[src/rtl/id_stage_pkg.sv]
// Shared decode constants for the instruction-decode stage: opcodes,
// ALU command encoding, instruction field positions and immediate helpers.
package id_stage_pkg;

  localparam logic [5:0] OP_NOP  = 6'd0;
  localparam logic [5:0] OP_ADD  = 6'd1;
  localparam logic [5:0] OP_SUB  = 6'd3;
  localparam logic [5:0] OP_AND  = 6'd5;
  localparam logic [5:0] OP_OR   = 6'd6;
  localparam logic [5:0] OP_NOR  = 6'd7;
  localparam logic [5:0] OP_XOR  = 6'd8;
  localparam logic [5:0] OP_SLA  = 6'd9;
  localparam logic [5:0] OP_SLL  = 6'd10;
  localparam logic [5:0] OP_SRA  = 6'd11;
  localparam logic [5:0] OP_SRL  = 6'd12;
  localparam logic [5:0] OP_ADDI = 6'd32;
  localparam logic [5:0] OP_SUBI = 6'd33;
  localparam logic [5:0] OP_LD   = 6'd36;
  localparam logic [5:0] OP_ST   = 6'd37;
  localparam logic [5:0] OP_BEZ  = 6'd40;
  localparam logic [5:0] OP_BNE  = 6'd41;
  localparam logic [5:0] OP_JMP  = 6'd42;

  typedef enum logic [3:0] {
    CMD_ADD = 4'd0,
    CMD_SUB = 4'd1,
    CMD_AND = 4'd2,
    CMD_OR  = 4'd3,
    CMD_NOR = 4'd4,
    CMD_XOR = 4'd5,
    CMD_SLA = 4'd6,
    CMD_SLL = 4'd7,
    CMD_SRA = 4'd8,
    CMD_SRL = 4'd9
  } ex_cmd_e;

  localparam int OPCODE_MSB = 31;
  localparam int OPCODE_LSB = 26;
  localparam int SRC1_MSB   = 25;
  localparam int SRC1_LSB   = 21;
  localparam int SRC2_MSB   = 20;
  localparam int SRC2_LSB   = 16;
  localparam int RDST_MSB   = 15;
  localparam int RDST_LSB   = 11;
  localparam int IMM_MSB    = 15;
  localparam int IMM_LSB    = 0;

  function automatic logic [31:0] sext16(input logic [15:0] imm);
    return {{16{imm[15]}}, imm};
  endfunction

endpackage

[src/rtl/id_stage_if.sv]
// Bundle of fetch-side inputs, write-back port, branch redirect and the
// registered ID/EX outputs of the decode stage.
interface id_stage_if;

  logic [31:0] if_instruction;
  logic [31:0] if_pc;
  logic        wb_en;
  logic [4:0]  wb_dest;
  logic [31:0] wb_value;
  logic        branch_taken;
  logic [31:0] branch_address;
  logic [31:0] ex_pc;
  logic [3:0]  ex_cmd;
  logic        ex_mem_read;
  logic        ex_mem_write;
  logic        ex_wb_en;
  logic [4:0]  ex_dest;
  logic [31:0] ex_val1;
  logic [31:0] ex_val2;
  logic [31:0] ex_st_val;

  modport slave (
    input  if_instruction, if_pc, wb_en, wb_dest, wb_value,
    output branch_taken, branch_address,
    output ex_pc, ex_cmd, ex_mem_read, ex_mem_write, ex_wb_en,
    output ex_dest, ex_val1, ex_val2, ex_st_val
  );

  modport master (
    output if_instruction, if_pc, wb_en, wb_dest, wb_value,
    input  branch_taken, branch_address,
    input  ex_pc, ex_cmd, ex_mem_read, ex_mem_write, ex_wb_en,
    input  ex_dest, ex_val1, ex_val2, ex_st_val
  );

endinterface

[src/rtl/id_stage_register_file.sv]
// 32x32 register file, two combinational read ports and one write port.
// R0 is hardwired to zero; a same-cycle write is forwarded to the readers.
module register_file (
  input  logic        clk,
  input  logic        rst,
  input  logic [4:0]  rd_addr1,
  input  logic [4:0]  rd_addr2,
  output logic [31:0] rd_data1,
  output logic [31:0] rd_data2,
  input  logic        wr_en,
  input  logic [4:0]  wr_addr,
  input  logic [31:0] wr_data
);

  logic [31:0] regs [32];

  always_ff @(posedge clk or negedge rst) begin
    if (!rst) begin
      for (int i = 0; i < 32; i++) regs[i] <= '0;
    end else if (wr_en && (wr_addr != 5'd0)) begin
      regs[wr_addr] <= wr_data;
    end
  end

  // Write-before-read: the value being written this cycle wins over the array.
  always_comb begin
    rd_data1 = regs[rd_addr1];
    if (rd_addr1 == 5'd0)
      rd_data1 = '0;
    else if (wr_en && (wr_addr == rd_addr1))
      rd_data1 = wr_data;
  end

  always_comb begin
    rd_data2 = regs[rd_addr2];
    if (rd_addr2 == 5'd0)
      rd_data2 = '0;
    else if (wr_en && (wr_addr == rd_addr2))
      rd_data2 = wr_data;
  end

endmodule

[src/rtl/id_stage.sv]
// Instruction decode stage: IF/ID register, decoder, register file, branch
// resolution with one-instruction squash, and the registered ID/EX outputs.
module id_stage
  import id_stage_pkg::*;
(
  input  logic       clk,
  input  logic       rst,
  id_stage_if.slave  bus
);

  logic        ifid_valid;
  logic [31:0] ifid_pc;
  logic [31:0] ifid_instr;

  logic [5:0]  opcode;
  logic [4:0]  src1;
  logic [4:0]  src2;
  logic [4:0]  rdst;
  logic [31:0] imm_ext;
  logic [31:0] rs1_val;
  logic [31:0] rs2_val;

  ex_cmd_e     dec_cmd;
  logic        dec_r_type;
  logic        dec_use_imm;
  logic        dec_mem_read;
  logic        dec_mem_write;
  logic        dec_wb_en;
  logic [4:0]  dec_dest;
  logic        take_branch;

  assign opcode  = ifid_instr[OPCODE_MSB:OPCODE_LSB];
  assign src1    = ifid_instr[SRC1_MSB:SRC1_LSB];
  assign src2    = ifid_instr[SRC2_MSB:SRC2_LSB];
  assign rdst    = ifid_instr[RDST_MSB:RDST_LSB];
  assign imm_ext = sext16(ifid_instr[IMM_MSB:IMM_LSB]);

  register_file u_register_file (
    .clk      (clk),
    .rst      (rst),
    .rd_addr1 (src1),
    .rd_addr2 (src2),
    .rd_data1 (rs1_val),
    .rd_data2 (rs2_val),
    .wr_en    (bus.wb_en),
    .wr_addr  (bus.wb_dest),
    .wr_data  (bus.wb_value)
  );

  // The instruction after a taken branch is already in fetch; drop it here.
  always_ff @(posedge clk or negedge rst) begin
    if (!rst) begin
      ifid_valid <= 1'b0;
      ifid_pc    <= '0;
      ifid_instr <= '0;
    end else begin
      ifid_valid <= !take_branch;
      ifid_pc    <= bus.if_pc;
      ifid_instr <= bus.if_instruction;
    end
  end

  always_comb begin
    dec_cmd       = CMD_ADD;
    dec_r_type    = 1'b0;
    dec_use_imm   = 1'b0;
    dec_mem_read  = 1'b0;
    dec_mem_write = 1'b0;
    dec_wb_en     = 1'b0;
    dec_dest      = '0;
    if (ifid_valid) begin
      case (opcode)
        OP_ADD:  begin dec_cmd = CMD_ADD; dec_r_type = 1'b1; end
        OP_SUB:  begin dec_cmd = CMD_SUB; dec_r_type = 1'b1; end
        OP_AND:  begin dec_cmd = CMD_AND; dec_r_type = 1'b1; end
        OP_OR:   begin dec_cmd = CMD_OR;  dec_r_type = 1'b1; end
        OP_NOR:  begin dec_cmd = CMD_NOR; dec_r_type = 1'b1; end
        OP_XOR:  begin dec_cmd = CMD_XOR; dec_r_type = 1'b1; end
        OP_SLA:  begin dec_cmd = CMD_SLA; dec_r_type = 1'b1; end
        OP_SLL:  begin dec_cmd = CMD_SLL; dec_r_type = 1'b1; end
        OP_SRA:  begin dec_cmd = CMD_SRA; dec_r_type = 1'b1; end
        OP_SRL:  begin dec_cmd = CMD_SRL; dec_r_type = 1'b1; end
        OP_ADDI: begin dec_use_imm = 1'b1; dec_wb_en = 1'b1; dec_dest = src2; end
        OP_SUBI: begin dec_cmd = CMD_SUB; dec_use_imm = 1'b1; dec_wb_en = 1'b1; dec_dest = src2; end
        OP_LD:   begin dec_use_imm = 1'b1; dec_mem_read = 1'b1; dec_wb_en = 1'b1; dec_dest = src2; end
        OP_ST:   begin dec_use_imm = 1'b1; dec_mem_write = 1'b1; end
        default: ;
      endcase
      if (dec_r_type) begin
        dec_wb_en = 1'b1;
        dec_dest  = rdst;
      end
    end
  end

  always_comb begin
    take_branch = 1'b0;
    if (ifid_valid) begin
      case (opcode)
        OP_BEZ:  take_branch = (rs1_val == 32'd0);
        OP_BNE:  take_branch = (rs1_val != rs2_val);
        OP_JMP:  take_branch = 1'b1;
        default: take_branch = 1'b0;
      endcase
    end
  end

  assign bus.branch_taken   = take_branch;
  assign bus.branch_address = ifid_pc + 32'd4 + {imm_ext[29:0], 2'b00};

  always_ff @(posedge clk or negedge rst) begin
    if (!rst) begin
      bus.ex_pc        <= '0;
      bus.ex_cmd       <= '0;
      bus.ex_mem_read  <= 1'b0;
      bus.ex_mem_write <= 1'b0;
      bus.ex_wb_en     <= 1'b0;
      bus.ex_dest      <= '0;
      bus.ex_val1      <= '0;
      bus.ex_val2      <= '0;
      bus.ex_st_val    <= '0;
    end else begin
      bus.ex_pc        <= ifid_pc;
      bus.ex_cmd       <= dec_cmd;
      bus.ex_mem_read  <= dec_mem_read;
      bus.ex_mem_write <= dec_mem_write;
      bus.ex_wb_en     <= dec_wb_en;
      bus.ex_dest      <= dec_dest;
      bus.ex_val1      <= rs1_val;
      bus.ex_val2      <= dec_use_imm ? imm_ext : rs2_val;
      bus.ex_st_val    <= dec_mem_write ? rs2_val : 32'd0;
    end
  end

endmodule

[src/flat_wrapper.sv]
// flat-port wrapper written by rule: the top's interface ports become plain ports
module id_stage_flat import id_stage_pkg::*;
  (clk, rst, bus_if_instruction, bus_if_pc, bus_wb_en, bus_wb_dest, bus_wb_value, bus_branch_taken, bus_branch_address, bus_ex_pc, bus_ex_cmd, bus_ex_mem_read, bus_ex_mem_write, bus_ex_wb_en, bus_ex_dest, bus_ex_val1, bus_ex_val2, bus_ex_st_val);
  id_stage_if bus_i ();
  input  logic clk;
  input  logic rst;
  input wire logic [$bits(bus_i.if_instruction)-1:0] bus_if_instruction;
  input wire logic [$bits(bus_i.if_pc)-1:0] bus_if_pc;
  input wire logic [$bits(bus_i.wb_en)-1:0] bus_wb_en;
  input wire logic [$bits(bus_i.wb_dest)-1:0] bus_wb_dest;
  input wire logic [$bits(bus_i.wb_value)-1:0] bus_wb_value;
  output wire logic [$bits(bus_i.branch_taken)-1:0] bus_branch_taken;
  output wire logic [$bits(bus_i.branch_address)-1:0] bus_branch_address;
  output wire logic [$bits(bus_i.ex_pc)-1:0] bus_ex_pc;
  output wire logic [$bits(bus_i.ex_cmd)-1:0] bus_ex_cmd;
  output wire logic [$bits(bus_i.ex_mem_read)-1:0] bus_ex_mem_read;
  output wire logic [$bits(bus_i.ex_mem_write)-1:0] bus_ex_mem_write;
  output wire logic [$bits(bus_i.ex_wb_en)-1:0] bus_ex_wb_en;
  output wire logic [$bits(bus_i.ex_dest)-1:0] bus_ex_dest;
  output wire logic [$bits(bus_i.ex_val1)-1:0] bus_ex_val1;
  output wire logic [$bits(bus_i.ex_val2)-1:0] bus_ex_val2;
  output wire logic [$bits(bus_i.ex_st_val)-1:0] bus_ex_st_val;
  assign bus_i.if_instruction = bus_if_instruction;
  assign bus_i.if_pc = bus_if_pc;
  assign bus_i.wb_en = bus_wb_en;
  assign bus_i.wb_dest = bus_wb_dest;
  assign bus_i.wb_value = bus_wb_value;
  assign bus_branch_taken = bus_i.branch_taken;
  assign bus_branch_address = bus_i.branch_address;
  assign bus_ex_pc = bus_i.ex_pc;
  assign bus_ex_cmd = bus_i.ex_cmd;
  assign bus_ex_mem_read = bus_i.ex_mem_read;
  assign bus_ex_mem_write = bus_i.ex_mem_write;
  assign bus_ex_wb_en = bus_i.ex_wb_en;
  assign bus_ex_dest = bus_i.ex_dest;
  assign bus_ex_val1 = bus_i.ex_val1;
  assign bus_ex_val2 = bus_i.ex_val2;
  assign bus_ex_st_val = bus_i.ex_st_val;
  id_stage u_core (.clk(clk), .rst(rst), .bus(bus_i));
endmodule
[config.mk]
export PLATFORM = sky130hd
export DESIGN_NAME = id_stage_flat
export DESIGN_NICKNAME = d
export VERILOG_FILES = /design/src/rtl/id_stage_pkg.sv /design/src/rtl/id_stage_if.sv /design/src/rtl/id_stage_register_file.sv /design/src/rtl/id_stage.sv /design/src/flat_wrapper.sv
export SDC_FILE = /design/constraint.sdc
export NUM_CORES = 2
export LEC_CHECK = 0
export BUFFER_PORTS_ARGS = -buffer_cell sky130_fd_sc_hd__buf_2
export CORE_ASPECT_RATIO = 2
export CORE_MARGIN = 10
export CORE_UTILIZATION = 51
export CTS_BUF_LIST = sky130_fd_sc_hd__clkbuf_2
export CTS_CLUSTER_DIAMETER = 30
export DETAILED_ROUTE_END_ITERATION = 6
export PLACE_DENSITY = 0.68
export SKIP_CTS_REPAIR_TIMING = 1
export SYNTH_ARGS = -nofsm -noshare
export SYNTH_HDL_FRONTEND = slang
export SYNTH_SLANG_ARGS = --single-unit
[constraint.sdc]
create_clock -name clk -period 8.45 [get_ports clk]
set_input_delay 1.69 -clock clk [delete_from_list [all_inputs] [get_ports clk]]
set_output_delay 1.69 -clock clk [all_outputs]
set_load 0.01 [all_outputs]
==> flow_summary.toml <==
[clock_network]
htree_levels = 5
numClockSinks = 1229
clk_latency_ns = 1.64
clk_pin_slew_ns = 0.11
clk_path_buf_depth = 4
cts-root-buf = "clkbuf_2"
cts_made_buffers = 305
cts_tree = "yes"

[layout]
syn_to_final_growth_pct = 8.30
nets = 4791
drive_gt1_frac = 0.495
final_cells = 6470
num-fill-cells = 10100

[job]
maxCapViolCount = 0

[power_and_ir_drop]
irDropWorstVdd_v = 0.000133
power_density_nw_per_um2 = 223
leakagePower_nw = 31.1

[yosys]
synth_most_common_cell = "dfrtp_1"
synth.largest_area_cell = "dfrtp_1"
synth.distinct_cells = 82
yosysWarnings = 0
synthTopCellsByArea = "dfrtp_1 (49%), mux2_2 (18%), mux4_2 (16%)"
ys.flop_type = "dfrtp_1"
yosys-top-cells-count = "dfrtp_1 (1229), mux2_2 (1006), mux4_2 (448)"
synthArstFlopShare = 1.00
netlist_instances = 4355
syn_area_per_cell_um2 = 14.5
synth_edf_count = 0
yosysSeqAreaShare = 0.486
synth_seq_cells = 1229
netlist.area_leader.share = 0.486
synth_nets = 4517
netlist_area_um2 = 63300

[placement]
place_ws_ns = 1.36
post-dp-hpwl_mm = 152
finalWeightedCongestion = 0.973
dp_cells = 5976
numPortBuffers = 276

[route]
routed_wl_mm = 231
num_vias = 43700
route.detailed.drc = 2
avgRoutedWirePerCell_um = 35.6
detail_route.vias_per_cell = 6.75
drt_iter0_markers = 4321
drtPass1Iterations = 7
ant_nets = 0

[hold_path]
hold_path.class = "input pin to flip-flop"

[critical_path]
cp_data_arrival_time_ns = 6.57
crit_fanout = 26
criticalPathCategory = "flip-flop to primary output"
end_kind = "primary output"
crit_required_ns = 6.76
start_kind = "flip-flop"

[die]
coreArea_um2 = 123000
ios = 277
die_h_um = 518
num_rows = 182
die_area_um2 = 140000
die_x_um = 269
start_util = 0.514

[grt]
grtUsageTotal = 0.327
grt_pass1_wl_mm = 330
overflow = 0
grt_max_degree = 146
grt_pass1_vias = 46000
antenna_found_initial = 28

[sta]
setup_viol = 0
drv_slew = 0
fmax_mhz = 121
tightestPinTransition_ns = 1.22
timing.final.crit_period_ns = 8.26
rsz0062_at_grt = "no"
hold_viol_final = 0
slew_headroom = 0.186
finClkSkew_ns = 0.125
setup_slack_ns = 0.194
finalCritPeriodShare = 0.977

[status]
violations = "DRC"
status = "finished with violations"
==> layout make-up <==
class	instances	area (um^2)	area share
Clock inverter	67	478	0.00697
Inverter	25	93.8	0.00137
Multi-Input combinational cell	2660	30500	0.444
Timing Repair Buffer	408	2580	0.0376
Clock buffer	417	2090	0.0304
Sequential cell	1229	30800	0.449
Antenna cell	8	20.0	0.000292
Tap cell	1656	2070	0.0302
==> per-layer routing <==
| layer | global-route usage | vias to the layer above | routed length (um) | share of wire |
|---|---|---|---|---|
| met5 | 0 | - | 166 | 0.00072 |
| met4 | 0.265 | 26 | 22000 | 0.095 |
| met3 | 0.0893 | 943 | 20000 | 0.087 |
| met2 | 0.538 | 2508 | 112000 | 0.48 |
| met1 | 0.352 | 22900 | 76700 | 0.33 |
| li1 | - | 17300 | - | - |
==> cells by family (layout without fill, tap and decap cells) <==
group	Yosys count	in the layout	synth area share
multiplexers	1656	1656	0.374
flip-flops	1229	1229	0.486
AND/OR/NAND/NOR	409	409	0.0314
other	0	8	0
AO/OA/AOI/OAI	470	470	0.0515
buffers and inverters	466	917	0.0367
adder cells (fa/ha/maj)	58	58	0.0116
XOR/XNOR	67	67	0.00927
==> power by group <==
group | switching [mW] | leakage, nW | internal (mW)
sequential | 0.778 | 15.7 | 6.89
clock | 2.45 | 1.97 | 1.55
combinational | 1.71 | 13.4 | 1.92
total | 4.94 | 31.1 | 10.4
==> critical path, stage by stage, from the launching register on <==
cell and delay [ns]:
dfrtp_4 0.84, buf_4 0.40, mux4_2 0.53, mux2i_1 0.22
a21oi_1 0.31, o31ai_1 0.74, nor2_1 0.26, or4bb_1 0.52
a32oi_1 0.19, nand4_1 0.18, nor3_2 0.27, o21ai_0 0.23
buf_2 0.20
==> sequential cells by signal, summed over array words and instances, names as in the netlist <==
name / count
u_core.ifid_valid: 1
u_core.ifid_instr: 32
u_core.bus.ex_val1: 32
u_core.bus.ex_wb_en: 1
u_core.u_register_file.regs: 1024
u_core.bus.ex_cmd: 4
u_core.ifid_pc: 32
u_core.bus.ex_mem_write: 1
u_core.bus.ex_st_val: 32
u_core.bus.ex_dest: 5
u_core.bus.ex_mem_read: 1
u_core.bus.ex_val2: 32
u_core.bus.ex_pc: 32
==> metrics by stage <==
| stage | TNS (ns) | total power [mW] | area (um^2) | hold slack [ns] | utilization |
|---|---|---|---|---|---|
| after floorplan | 0 | 9.98 | 63300 | 0.354 | - |
| after global placement | 0 | 11.2 | 65900 | 0.352 | 0.535 |
| after detailed placement | 0 | 11.3 | 65900 | 0.364 | 0.535 |
| after CTS | -0.112 | 15.3 | 68500 | -0.0770 | 0.556 |
| after global routing | 0 | 16.0 | 68600 | 0.0227 | 0.557 |
| final | 0 | 15.3 | 68600 | 0.135 | 0.557 |
==> layout by cell type (no fill, tap or decap), drive strengths merged, types with 8 or more instances in the layout <==
| master | n |
|---|---|
| a211oi | 11 |
| a21o | 13 |
| a21oi | 74 |
| a221o | 19 |
| a221oi | 50 |
| a22o | 9 |
| a22oi | 58 |
| a31oi | 9 |
| and2 | 19 |
| and3 | 8 |
| buf | 407 |
| bufinv | 8 |
| clkbuf | 417 |
| clkinv | 59 |
| dfrtp | 1229 |
| diode | 8 |
| ha | 57 |
| inv | 25 |
| mux2 | 1006 |
| mux2i | 187 |
| mux4 | 463 |
| nand2 | 108 |
| nand2b | 15 |
| nand3 | 9 |
| nand4 | 11 |
| nor2 | 122 |
| nor2b | 17 |
| nor3 | 38 |
| nor3b | 10 |
| nor4 | 14 |
| o211ai | 15 |
| o21a | 11 |
| o21ai | 99 |
| o22a | 8 |
| o22ai | 46 |
| or3 | 12 |
| xnor2 | 49 |
| xor2 | 18 |
==> final timing paths <==
kind	from	to	slack (ns)	depth (start not counted)
worst max-delay path	u_core.ifid_instr[21]	bus_branch_taken	0.19	12
worst min-delay path	bus_if_instruction[26]	u_core.ifid_instr[26]	0.13	1
worst max register to register	u_core.ifid_instr[21]	u_core.ifid_valid	3.71	11
worst min register to register	u_core.ifid_pc[1]	u_core.bus.ex_pc[1]	0.38	0
max in group asynchronous	rst	u_core.u_register_file.regs[833]	5.73	4
min in group asynchronous	rst	u_core.u_register_file.regs[471]	0.62	2
(Power assumes the default switching activity.)
